**src/rtl/pupil_centroid_calc_if.sv**
```systemverilog
// Pixel stream, configuration and centroid result bundle for pupil_centroid_calc.
// The camera side drives through master; the centroid block attaches as slave.
interface pupil_centroid_calc_if #(
  parameter int PIXEL_WIDTH = 8,
  parameter int LANES       = 2,
  parameter int COORD_WIDTH = 10,
  parameter int ACC_WIDTH   = 32
);
  logic                         iFVAL;
  logic                         iLVAL;
  logic                         iDVAL;
  logic [LANES*PIXEL_WIDTH-1:0] iDATA;
  logic [PIXEL_WIDTH-1:0]       iTHRESHOLD;
  logic [COORD_WIDTH-1:0]       iROI_X0;
  logic [COORD_WIDTH-1:0]       iROI_X1;
  logic [COORD_WIDTH-1:0]       iROI_Y0;
  logic [COORD_WIDTH-1:0]       iROI_Y1;
  logic                         oBUSY;
  logic                         oVALID;
  logic [COORD_WIDTH-1:0]       oPOINT_X;
  logic [COORD_WIDTH-1:0]       oPOINT_Y;
  logic [ACC_WIDTH-1:0]         oCOUNT;
  logic                         oNO_TARGET;
  logic                         oOVERRUN;

  modport master (
    output iFVAL, iLVAL, iDVAL, iDATA, iTHRESHOLD,
           iROI_X0, iROI_X1, iROI_Y0, iROI_Y1,
    input  oBUSY, oVALID, oPOINT_X, oPOINT_Y, oCOUNT, oNO_TARGET, oOVERRUN
  );

  modport slave (
    input  iFVAL, iLVAL, iDVAL, iDATA, iTHRESHOLD,
           iROI_X0, iROI_X1, iROI_Y0, iROI_Y1,
    output oBUSY, oVALID, oPOINT_X, oPOINT_Y, oCOUNT, oNO_TARGET, oOVERRUN
  );
endinterface

```
**src/rtl/pupil_centroid_calc.sv**
```systemverilog
// Per-frame centroid of dark pixels inside an ROI; accumulators feed a serial
// restoring divider so the next frame can accumulate while the result is computed.
//
// state   | meaning
// IDLE    | accumulating; waits for frame end with enough dark pixels
// DIV_X   | sum_x / count, one quotient bit per cycle
// DIV_Y   | sum_y / count, one quotient bit per cycle; last bit publishes the result
// DONE    | result pulse visible; returns to IDLE
module pupil_centroid_calc #(
  parameter int PIXEL_WIDTH = 8,
  parameter int LANES       = 2,
  parameter int HACT        = 640,
  parameter int VACT        = 480,
  parameter int COORD_WIDTH = 10,
  parameter int ACC_WIDTH   = 32,
  parameter int MIN_COUNT   = 16
) (
  input logic                  CCLK,
  input logic                  RST_N,
  pupil_centroid_calc_if.slave bus
);

  localparam int XW = COORD_WIDTH + $clog2(LANES) + 1;
  localparam int BW = $clog2(ACC_WIDTH);

  typedef enum logic [1:0] {S_IDLE, S_DIV_X, S_DIV_Y, S_DONE} state_t;

  logic                         r_fval, r_fval_q, r_lval, r_lval_q, r_dval;
  logic [LANES*PIXEL_WIDTH-1:0] r_data;
  logic [PIXEL_WIDTH-1:0]       r_thr;
  logic [COORD_WIDTH-1:0]       r_roi_x0, r_roi_x1, r_roi_y0, r_roi_y1;
  logic [COORD_WIDTH-1:0]       r_hcount, r_vcount;
  logic [ACC_WIDTH-1:0]         r_sum_x, r_sum_y, r_count;

  state_t                       r_state;
  logic [BW-1:0]                r_bit;
  logic [ACC_WIDTH-1:0]         r_rem, r_quo, r_den, r_sy;
  logic [COORD_WIDTH-1:0]       r_qx;
  logic                         r_busy, r_valid, r_no_tgt, r_ovr;
  logic [COORD_WIDTH-1:0]       r_px, r_py;
  logic [ACC_WIDTH-1:0]         r_cnt_o;

  logic                         w_fval_rise, w_fval_fall, w_lval_rise, w_lval_fall, w_beat;
  logic [PIXEL_WIDTH-1:0]       w_thr;
  logic [COORD_WIDTH-1:0]       w_x0, w_x1, w_y0, w_y1;
  logic [COORD_WIDTH-1:0]       w_hbase, w_vbase;
  logic                         w_y_ok;
  logic [LANES-1:0]             w_hit;
  logic [ACC_WIDTH-1:0]         w_xterm [LANES];
  logic [ACC_WIDTH-1:0]         w_add_x, w_add_y, w_n_dark;
  logic [ACC_WIDTH-1:0]         w_cnt_base, w_sx_base, w_sy_base;

  logic [ACC_WIDTH:0]           w_step_tmp, w_step_sub;
  logic                         w_step_ge;
  logic [ACC_WIDTH-1:0]         w_step_rem, w_step_quo;

  assign w_fval_rise = r_fval & ~r_fval_q;
  assign w_fval_fall = ~r_fval & r_fval_q;
  assign w_lval_rise = r_fval & r_lval & ~r_lval_q;
  assign w_lval_fall = r_fval & ~r_lval & r_lval_q;
  assign w_beat      = r_fval & r_lval & r_dval;

  // The frame-start cycle uses the live configuration it is about to latch.
  assign w_thr = w_fval_rise ? bus.iTHRESHOLD : r_thr;
  assign w_x0  = w_fval_rise ? bus.iROI_X0    : r_roi_x0;
  assign w_x1  = w_fval_rise ? bus.iROI_X1    : r_roi_x1;
  assign w_y0  = w_fval_rise ? bus.iROI_Y0    : r_roi_y0;
  assign w_y1  = w_fval_rise ? bus.iROI_Y1    : r_roi_y1;

  assign w_hbase = (w_fval_rise || w_lval_rise) ? '0 : r_hcount;
  assign w_vbase = w_fval_rise ? '0 : r_vcount;
  assign w_y_ok  = (w_vbase >= w_y0) && (w_vbase <= w_y1) && (32'(w_vbase) < VACT);

  for (genvar k = 0; k < LANES; k++) begin : g_lane
    logic [XW-1:0]          w_x;
    logic [PIXEL_WIDTH-1:0] w_pix;
    assign w_x        = XW'(w_hbase) * XW'(LANES) + XW'(k);
    assign w_pix      = r_data[k*PIXEL_WIDTH +: PIXEL_WIDTH];
    assign w_hit[k]   = w_beat && (w_pix < w_thr) && w_y_ok &&
                        (w_x >= XW'(w_x0)) && (w_x <= XW'(w_x1)) && (32'(w_x) < HACT);
    assign w_xterm[k] = w_hit[k] ? ACC_WIDTH'(w_x) : '0;
  end

  always_comb begin
    w_add_x  = '0;
    w_n_dark = '0;
    for (int k = 0; k < LANES; k++) begin
      w_add_x  = w_add_x + w_xterm[k];
      w_n_dark = w_n_dark + ACC_WIDTH'(w_hit[k]);
    end
  end

  assign w_add_y    = w_n_dark * ACC_WIDTH'(w_vbase);
  assign w_cnt_base = w_fval_rise ? '0 : r_count;
  assign w_sx_base  = w_fval_rise ? '0 : r_sum_x;
  assign w_sy_base  = w_fval_rise ? '0 : r_sum_y;

  // Partial remainder stays below the divisor, so bit ACC_WIDTH of the
  // difference is exactly the borrow.
  assign w_step_tmp = {r_rem, r_quo[ACC_WIDTH-1]};
  assign w_step_sub = w_step_tmp - {1'b0, r_den};
  assign w_step_ge  = ~w_step_sub[ACC_WIDTH];
  assign w_step_rem = w_step_ge ? w_step_sub[ACC_WIDTH-1:0] : w_step_tmp[ACC_WIDTH-1:0];
  assign w_step_quo = {r_quo[ACC_WIDTH-2:0], w_step_ge};

  always_ff @(posedge CCLK or negedge RST_N) begin
    if (!RST_N) begin
      r_fval   <= 1'b0;
      r_fval_q <= 1'b0;
      r_lval   <= 1'b0;
      r_lval_q <= 1'b0;
      r_dval   <= 1'b0;
      r_data   <= '0;
      r_thr    <= '0;
      r_roi_x0 <= '0;
      r_roi_x1 <= '0;
      r_roi_y0 <= '0;
      r_roi_y1 <= '0;
      r_hcount <= '0;
      r_vcount <= '0;
      r_sum_x  <= '0;
      r_sum_y  <= '0;
      r_count  <= '0;
    end else begin
      r_fval   <= bus.iFVAL;
      r_fval_q <= r_fval;
      r_lval   <= bus.iLVAL;
      r_lval_q <= r_lval;
      r_dval   <= bus.iDVAL;
      r_data   <= bus.iDATA;
      if (w_fval_rise) begin
        r_thr    <= bus.iTHRESHOLD;
        r_roi_x0 <= bus.iROI_X0;
        r_roi_x1 <= bus.iROI_X1;
        r_roi_y0 <= bus.iROI_Y0;
        r_roi_y1 <= bus.iROI_Y1;
      end
      if (w_fval_rise)
        r_vcount <= '0;
      else if (w_lval_fall && (r_vcount != '1))
        r_vcount <= r_vcount + 1'b1;
      // hcount saturates so runaway lines land beyond HACT instead of wrapping.
      if (w_beat)
        r_hcount <= (w_hbase == '1) ? w_hbase : w_hbase + 1'b1;
      else if (w_fval_rise || w_lval_rise)
        r_hcount <= '0;
      r_count <= w_cnt_base + w_n_dark;
      r_sum_x <= w_sx_base + w_add_x;
      r_sum_y <= w_sy_base + w_add_y;
    end
  end

  always_ff @(posedge CCLK or negedge RST_N) begin
    if (!RST_N) begin
      r_state  <= S_IDLE;
      r_bit    <= '0;
      r_rem    <= '0;
      r_quo    <= '0;
      r_den    <= '0;
      r_sy     <= '0;
      r_qx     <= '0;
      r_busy   <= 1'b0;
      r_valid  <= 1'b0;
      r_no_tgt <= 1'b0;
      r_ovr    <= 1'b0;
      r_px     <= '0;
      r_py     <= '0;
      r_cnt_o  <= '0;
    end else begin
      r_valid <= 1'b0;
      r_ovr   <= w_fval_fall && (r_state != S_IDLE);
      case (r_state)
        S_IDLE: begin
          if (w_fval_fall) begin
            if (r_count >= ACC_WIDTH'(MIN_COUNT)) begin
              r_state <= S_DIV_X;
              r_busy  <= 1'b1;
              r_quo   <= r_sum_x;
              r_rem   <= '0;
              r_den   <= r_count;
              r_sy    <= r_sum_y;
              r_bit   <= BW'(ACC_WIDTH - 1);
            end else begin
              r_cnt_o  <= r_count;
              r_no_tgt <= 1'b1;
              r_valid  <= 1'b1;
            end
          end
        end
        S_DIV_X: begin
          if (r_bit == '0) begin
            r_qx    <= w_step_quo[COORD_WIDTH-1:0];
            r_quo   <= r_sy;
            r_rem   <= '0;
            r_bit   <= BW'(ACC_WIDTH - 1);
            r_state <= S_DIV_Y;
          end else begin
            r_quo <= w_step_quo;
            r_rem <= w_step_rem;
            r_bit <= r_bit - 1'b1;
          end
        end
        S_DIV_Y: begin
          if (r_bit == '0) begin
            r_px     <= r_qx;
            r_py     <= w_step_quo[COORD_WIDTH-1:0];
            r_cnt_o  <= r_den;
            r_no_tgt <= 1'b0;
            r_valid  <= 1'b1;
            r_state  <= S_DONE;
          end else begin
            r_quo <= w_step_quo;
            r_rem <= w_step_rem;
            r_bit <= r_bit - 1'b1;
          end
        end
        S_DONE: begin
          r_state <= S_IDLE;
          r_busy  <= 1'b0;
        end
        default: begin
          r_state <= S_IDLE;
          r_busy  <= 1'b0;
        end
      endcase
    end
  end

  assign bus.oBUSY      = r_busy;
  assign bus.oVALID     = r_valid;
  assign bus.oPOINT_X   = r_px;
  assign bus.oPOINT_Y   = r_py;
  assign bus.oCOUNT     = r_cnt_o;
  assign bus.oNO_TARGET = r_no_tgt;
  assign bus.oOVERRUN   = r_ovr;

endmodule

```
**src/flat_wrapper.sv**
```systemverilog
// flat-port wrapper written by rule: the top's interface ports become plain ports
module pupil_centroid_calc_flat 
#(
  parameter int PIXEL_WIDTH = 8,
  parameter int LANES       = 2,
  parameter int HACT        = 640,
  parameter int VACT        = 480,
  parameter int COORD_WIDTH = 10,
  parameter int ACC_WIDTH   = 32,
  parameter int MIN_COUNT   = 16
)
  (CCLK, RST_N, bus_iFVAL, bus_iLVAL, bus_iDVAL, bus_iDATA, bus_iTHRESHOLD, bus_iROI_X0, bus_iROI_X1, bus_iROI_Y0, bus_iROI_Y1, bus_oBUSY, bus_oVALID, bus_oPOINT_X, bus_oPOINT_Y, bus_oCOUNT, bus_oNO_TARGET, bus_oOVERRUN);
  pupil_centroid_calc_if #(.PIXEL_WIDTH(PIXEL_WIDTH), .LANES(LANES), .COORD_WIDTH(COORD_WIDTH), .ACC_WIDTH(ACC_WIDTH)) bus_i ();
  input logic CCLK;
  input logic RST_N;
  input wire logic [$bits(bus_i.iFVAL)-1:0] bus_iFVAL;
  input wire logic [$bits(bus_i.iLVAL)-1:0] bus_iLVAL;
  input wire logic [$bits(bus_i.iDVAL)-1:0] bus_iDVAL;
  input wire logic [$bits(bus_i.iDATA)-1:0] bus_iDATA;
  input wire logic [$bits(bus_i.iTHRESHOLD)-1:0] bus_iTHRESHOLD;
  input wire logic [$bits(bus_i.iROI_X0)-1:0] bus_iROI_X0;
  input wire logic [$bits(bus_i.iROI_X1)-1:0] bus_iROI_X1;
  input wire logic [$bits(bus_i.iROI_Y0)-1:0] bus_iROI_Y0;
  input wire logic [$bits(bus_i.iROI_Y1)-1:0] bus_iROI_Y1;
  output wire logic [$bits(bus_i.oBUSY)-1:0] bus_oBUSY;
  output wire logic [$bits(bus_i.oVALID)-1:0] bus_oVALID;
  output wire logic [$bits(bus_i.oPOINT_X)-1:0] bus_oPOINT_X;
  output wire logic [$bits(bus_i.oPOINT_Y)-1:0] bus_oPOINT_Y;
  output wire logic [$bits(bus_i.oCOUNT)-1:0] bus_oCOUNT;
  output wire logic [$bits(bus_i.oNO_TARGET)-1:0] bus_oNO_TARGET;
  output wire logic [$bits(bus_i.oOVERRUN)-1:0] bus_oOVERRUN;
  assign bus_i.iFVAL = bus_iFVAL;
  assign bus_i.iLVAL = bus_iLVAL;
  assign bus_i.iDVAL = bus_iDVAL;
  assign bus_i.iDATA = bus_iDATA;
  assign bus_i.iTHRESHOLD = bus_iTHRESHOLD;
  assign bus_i.iROI_X0 = bus_iROI_X0;
  assign bus_i.iROI_X1 = bus_iROI_X1;
  assign bus_i.iROI_Y0 = bus_iROI_Y0;
  assign bus_i.iROI_Y1 = bus_iROI_Y1;
  assign bus_oBUSY = bus_i.oBUSY;
  assign bus_oVALID = bus_i.oVALID;
  assign bus_oPOINT_X = bus_i.oPOINT_X;
  assign bus_oPOINT_Y = bus_i.oPOINT_Y;
  assign bus_oCOUNT = bus_i.oCOUNT;
  assign bus_oNO_TARGET = bus_i.oNO_TARGET;
  assign bus_oOVERRUN = bus_i.oOVERRUN;
  pupil_centroid_calc #(.PIXEL_WIDTH(PIXEL_WIDTH), .LANES(LANES), .HACT(HACT), .VACT(VACT), .COORD_WIDTH(COORD_WIDTH), .ACC_WIDTH(ACC_WIDTH), .MIN_COUNT(MIN_COUNT)) u_core (.CCLK(CCLK), .RST_N(RST_N), .bus(bus_i));
endmodule
```
**config.mk**
```make
export PLATFORM = sky130hd
export DESIGN_NAME = pupil_centroid_calc_flat
export DESIGN_NICKNAME = d
export VERILOG_FILES = /design/src/rtl/pupil_centroid_calc_if.sv /design/src/rtl/pupil_centroid_calc.sv /design/src/flat_wrapper.sv
export SDC_FILE = /design/constraint.sdc
export NUM_CORES = 1
export LEC_CHECK = 0
export CAP_MARGIN = 20
export CORE_ASPECT_RATIO = 2
export CORE_MARGIN = 8
export CORE_UTILIZATION = 50
export CTS_CLUSTER_SIZE = 10
export DETAILED_ROUTE_END_ITERATION = 16
export PLACE_DENSITY = 0.71
export REMOVE_ABC_BUFFERS = 1
export SLEW_MARGIN = 25
export SYNTH_ARGS = -nofsm -noshare
export SYNTH_HDL_FRONTEND = slang
export SYNTH_SLANG_ARGS = --single-unit
```
**constraint.sdc**
```tcl
create_clock -name CCLK -period 7.7 [get_ports CCLK]
set_input_delay 0.77 -clock CCLK [delete_from_list [all_inputs] [get_ports CCLK]]
set_output_delay 0.77 -clock CCLK [all_outputs]
set_load 0.01 [all_outputs]
```
---- Yosys cells after proc, flatten, opt, wreduce, memory -nomap -nowiden ----
Index checks and enable logic that the tools add are counted.
word-level totals
  register bits ........................... 386
  logic and storage cells ................. 157
  bits of input ports ..................... 69
  output and inout bits ................... 56
cells by class
  add/sub/neg operators ................... 10
  magnitude comparators ................... 12
  $mul .................................... 1
  muxes and demuxes ....................... 52
  equal/unequal tests ..................... 11
  bitwise operators ....................... 12
  reductions and logical operators ........ 29
operator list
  operator                                                                               number
  32-bit two-way mux                                                                     15
  32-bit case mux with 3 select lines                                                    2
  32-bit adder                                                                           4
  10-bit two-way mux                                                                     10
  32-bit case mux with 2 select lines                                                    1
  33-bit by 32-bit subtractor with 33-bit output                                         1
  32-bit by 5-bit greater-or-equal comparator with 1-bit output (second input constant)  1
  32-bit by 10-bit multiplier with 32-bit output                                         1
  10-bit by 1-bit adder with 10-bit output (second input constant)                       2
  5-bit two-way mux                                                                      4
  8-bit less-than comparator                                                             2
  5-bit case mux with 3 select lines                                                     1
  1-bit logical AND                                                                      14
  11-bit by 1-bit adder with 12-bit output (second input constant)                       1
  12-bit by 10-bit greater-or-equal comparator with 1-bit output                         1
  12-bit by 10-bit <= comparator with 1-bit output                                       1
  12-bit by 10-bit less-than comparator with 1-bit output (second input constant)        1
  12-bit two-way mux                                                                     1
  4-bit AND reduction                                                                    3
  11-bit by 10-bit greater-or-equal comparator with 1-bit output                         1
  11-bit by 10-bit <= comparator with 1-bit output                                       1
  11-bit by 10-bit less-than comparator with 1-bit output (second input constant)        1
  11-bit two-way mux                                                                     1
  10-bit equality test (second input constant)                                           1
  24 further kinds                                                                       56

---- Logic depth before layout (Yosys ltp) ----
  depth after elaboration ................. 13
  gate-level depth with buffers ........... 34

---- Worst setup path after synthesis ----
Ideal clock, no wire load.
  kind .................................... register to register
  from .................................... register u_core.r_fval
  to ...................................... register u_core.r_sum_y[25]
  period minus slack after synthesis ...... 7,471 ps
  buffers on the path ..................... 6
  stages on the path, launching flop included .. 34
  setup slack ............................. 229 ps
  required time ........................... 7,568 ps
  arrival time ............................ 7,339 ps
  cell sequence ........................... dfrtp_1 > nand2b_1 > buf_2 > clkbuf_1 > clkbuf_1 > clkbuf_1 > buf_1 > nand2_1 > ha_1 > nand2b_1 > a21o_1 > a21o_1 > a21o_1 > a21o_1 > a2111oi_0 > o21ai_1 > o2111ai_1 > inv_1 > ha_1 > buf_1 > nand2_1 > fa_1 > inv_1 > ha_1 > fa_1 > a21o_1 > a21oi_1 > o21bai_1 > a21oi_1 > o21ai_1 > a211oi_1 > and4b_1 > xnor2_1 > nor2_1
on the way
  cells in the longest elaborated chain, start to end .. 12
  elaborated cells on any way between the ends .. 40
  classes of those cells .................. add/sub (3); mul (1); order compare (11); mux (8); bitwise (4); reduce/logical (13)
RTL lines
  what                                                                                                        line                                                                             RTL
  start: declaration                                                                                          pupil_centroid_calc.sv:28                                                        logic r_fval, r_fval_q, r_lval, r_lval_q, r_dval;
  start signal: assignment                                                                                    pupil_centroid_calc.sv:125                                                       r_fval <= bus.iFVAL;
  1-bit bitwise AND (on tied branches)                                                                        pupil_centroid_calc.sv:59, pupil_centroid_calc.sv:61, pupil_centroid_calc.sv:57
  1-bit bitwise AND (tied with other cells)                                                                   pupil_centroid_calc.sv:59                                                        assign w_lval_rise = r_fval & r_lval & ~r_lval_q;
  1-bit logical OR (tied with other cells)                                                                    pupil_centroid_calc.sv:70                                                        assign w_hbase = (w_fval_rise || w_lval_rise) ? '0 : r_hcount;
  10-bit two-way mux / 1-bit logical AND (equally long branches)                                              -
  11-bit by 1-bit adder with 12-bit output / 1-bit logical AND (equally long branches)                        pupil_centroid_calc.sv:77, pupil_centroid_calc.sv:72
  12-bit by 10-bit greater-or-equal comparator with 1-bit output / 1-bit logical AND (equally long branches)  pupil_centroid_calc.sv:80, pupil_centroid_calc.sv:79
  1-bit logical AND                                                                                           pupil_centroid_calc.sv:79                                                        assign w_hit[k] = w_beat && (w_pix < w_thr) && w_y_ok &&
  1-bit logical AND (2 in series)                                                                             pupil_centroid_calc.sv:80                                                        (w_x >= XW'(w_x0)) && (w_x <= XW'(w_x1)) && (32'(w_x) < HACT);
  1-bit by 1-bit adder with 2-bit output                                                                      pupil_centroid_calc.sv:89                                                        w_n_dark = w_n_dark + ACC_WIDTH'(w_hit[k]);
  32-bit by 10-bit multiplier with 32-bit output                                                              pupil_centroid_calc.sv:93                                                        assign w_add_y = w_n_dark * ACC_WIDTH'(w_vbase);
  32-bit adder (*)                                                                                            pupil_centroid_calc.sv:149                                                       r_sum_y <= w_sy_base + w_add_y;
  end signal: assignment                                                                                      pupil_centroid_calc.sv:149
  end: declaration                                                                                            pupil_centroid_calc.sv:33                                                        logic [ACC_WIDTH-1:0] r_sum_x, r_sum_y, r_count;
Every way passes the cells marked *; elsewhere a longest branch is shown, timed or not.
A chain may end at the register's enable or synchronous reset.

---- Final worst setup path ----
  from .................................... register u_core.r_lval
  to ...................................... register u_core.r_sum_y[25]
on the way
  cells in the longest elaborated chain, start to end .. 12
  elaborated cells on any way between the ends .. 25
  classes of those cells .................. add/sub (3); mul (1); order compare (6); mux (1); bitwise (3); reduce/logical (11)
RTL lines
  what                                                            line                                                  RTL
  start: declaration                                              pupil_centroid_calc.sv:28
  start signal: assignment                                        pupil_centroid_calc.sv:127                            r_lval <= bus.iLVAL;
  1-bit bitwise AND (*)                                           pupil_centroid_calc.sv:59, pupil_centroid_calc.sv:61
  1-bit bitwise AND                                               pupil_centroid_calc.sv:59
  1-bit logical OR                                                pupil_centroid_calc.sv:70
  10-bit two-way mux                                              -
  11-bit by 1-bit adder with 12-bit output                        pupil_centroid_calc.sv:77                             assign w_x = XW'(w_hbase) * XW'(LANES) + XW'(k);
  12-bit by 10-bit greater-or-equal comparator with 1-bit output  pupil_centroid_calc.sv:80
  1-bit logical AND                                               pupil_centroid_calc.sv:79
  1-bit logical AND (2 in series)                                 pupil_centroid_calc.sv:80
  1-bit by 1-bit adder with 2-bit output (*)                      pupil_centroid_calc.sv:89
  32-bit by 10-bit multiplier with 32-bit output (*)              pupil_centroid_calc.sv:93
  32-bit adder (*)                                                pupil_centroid_calc.sv:149
Marks and branches as above.

==> metrics <==
Max Slew Vio Count 0; first-pass GRT wire length 89.0 mm; vias around 16000; WP data required 8.12 ns; crit-path max FO 11; layout cells sized above 1 around 8.3%; Pwr per Cell Area 285 nW/um^2; Initial Util approximately half; Post-synth ARST share 100%; GPL Wtd Cong 0.945; critical path startpoint category flop; Critical Path Sink Type flop; Max Clock Skew between 0.02 and 0.03 ns; Post-Route WL 54.6 mm; Tot Pwr 6.93 mW; R2R setup slack 0.44 ns; Detail Route Antenna Nets 0; Cell Area, Placed 23200 sq um; CTS tree yes; Setup TNS 0 ns; RR Startpoint u_core.r_lval; Die Wd 162 microns; FILL cells 3571; Hold Path Class in2async; reg2reg end u_core.r_sum_y[25]; Post-synth top flop dfrtp_1; Max stage delay on crit path 0.53 ns; RSZ-0062 raised after global routing no; area of the die approximately 50000 sq um; antenna violations before repair 0; Static Leakage 11.9 nW; vias in the first global route 17300; Post-CTS Setup Bufs 0; top cells by area, synth dfrtp_1 (45%), ha_1 (7.1%), nand2_1 (5.2%); slew at the pin with the worst max-slew slack 0.977 ns; Tmin final 7.26 ns; Rows 107; Avg Cell Area, Syn 9.86 sq um; DP Cell Count 2777; Area Growth Syn to Fin 14.0%; GRT met3 Usage under 10%; register area share after synthesis approximately 45%; CORE AREA roughly 42000 sq um; M1 GR Usage between 20% and 30%; delay-heaviest family, CP compound AO/OA/AOI/OAI gates; clk_lat worst skew 0.56 ns; pin count of the biggest net entering global routing ~170; num ports 125; FF-to-FF path depth 31; nets 2492; Ys Warns 0; Mapped Cells 2166; Fin. Hold Viols 0; Critical Path Slowest Stage Cell fa_1; Final Cell Area 24400 sq um; Die Y about 310 microns; DP Wirelength between 40 and 50 mm; PostCTS Resize Cnt 0; CTS Buf Count 44; Cell variety after synth 82; Setup-failing EPs final 0; Worst VDD drop between 0.0003 and 0.0004 V; Buf/Inv on CP 5; crit share post-route 94.3%; most crowded layer after global routing met2; Buffers on Ports roughly 120; status finished, final reports clean; antenna cell count 0; worst endpoint data arrival time 7.68 ns; Max-Slew Margin vs Limit 34.9%; met2 usage 41.8%; Post-synth EDFFs 0; worst hold slack 0.245 ns; flops & latches, synth between 300 and 400; initial DRC count between 700 and 800; Clock Tree Buf Depth 3; root buf cell clkbuf_16; GRT overflow 0; CTS sink cnt just under 400; Worst Setup Path Type reg2reg; crit path from u_core.r_lval; Synth top area share between 40 and 50%; Synth area leader dfrtp_1; htree depth 2; DR vias/cell 5.70; GRT Total Usage 22.2%; fmax ~0.14 GHz; Pre-Repair DR Iteration Count 5; wire per inst between 15 and 20 microns; commonest non-fill, non-tap cell in the layout dfrtp_1; MaxCap Viol Count 0; Post-CTS Hold Fix Bufs 0; synthesized area 21400 sq um; Finished Layout Cells around 2800; final routed DRC violation total 0; most frequent cells in the layout dfrtp_1 (386), nand2_1 (297), o21ai_0 (160); clk slew on worst S/H paths ~0.060 ns
==> through the flow <==
| stage | util [%] | setup WS (ns) |
|---|---|---|
| 2_1_floorplan | - | -1.26 |
| 3_3_place_gp | 54.6 | 0.489 |
| 3_5_place_dp | 54.6 | 0.430 |
| 4_1_cts | 57.4 | 0.529 |
| 5_1_grt | 57.4 | 0.0470 |
| 6_report | 57.4 | 0.438 |
==> cell type report <==
cell class	count	area [sq um]	area share [%]
Multi-Input combinational cell	1542	10800	44.2
Sequential cell	386	9660	39.7
Timing Repair Buffer	153	1490	6.11
Clock buffer	50	1170	4.79
Tap cell	545	682	2.80
Inverter	151	567	2.33
Clock inverter	1	16.3	0.0668
==> per-layer routing <==
layer  share of wire (%)  wire [microns]
met2                  54           29200
met5                   0               0
met3                 4.0            2180
met1                  36           19900
met4                 6.1            3330
==> cell families after synthesis <==
group / synth area share, %
fa+ha+maj: 9.30
compound gates: 12.3
flops: 45.2
other cells: 0.0176
mux: 9.33
simple gates: 14.7
buf+inv: 4.48
xor+xnor: 4.63
==> cells in the mapped netlist (19+ instances only) <==
cell,instances
dfrtp_1,386
nand2_1,297
o21ai_0,160
inv_1,151
ha_1,122
nor2_1,114
mux2i_1,109
mux2_2,80
a21oi_1,79
xnor2_1,73
clkbuf_1,64
nand3_1,48
a21o_1,41
xor2_1,40
o21ai_1,37
a22oi_1,32
and2_1,27
nand4_1,26
and3_1,25
fa_1,23
nor3_1,20
or3_1,19
==> where the power goes <==
| part | internal, mW | switching (mW) | leakage (nW) | total (mW) |
|---|---|---|---|---|
| Clock | 1.05 | 0.799 | 0.578 | 1.85 |
| Sequential | 2.31 | 0.173 | 5.15 | 2.48 |
| Combinational | 1.03 | 1.57 | 6.18 | 2.60 |
==> how the worst max path moves through the flow <==
stage                         endpoint  slack (ns)  cells past startpoint
floorplan           u_core.r_sum_y[25]       -1.26                     25
global placement    u_core.r_sum_y[25]        0.49                     32
detailed placement  u_core.r_sum_y[25]        0.43                     30
CTS                 u_core.r_sum_y[25]        0.53                     30
global route        u_core.r_sum_y[25]        0.05                     30
finish              u_core.r_sum_y[25]        0.44                     31
==> state kept, by name, indices dropped and copies added, names as in the netlist, 32 cells and up <==
name / flops
u_core.r_den: 32
u_core.bus.oCOUNT: 32
u_core.r_quo: 32
u_core.r_count: 32
u_core.r_sum_x: 32
u_core.r_sum_y: 32
u_core.r_sy: 32
u_core.r_rem: 32
(Power assumes the default switching activity.)
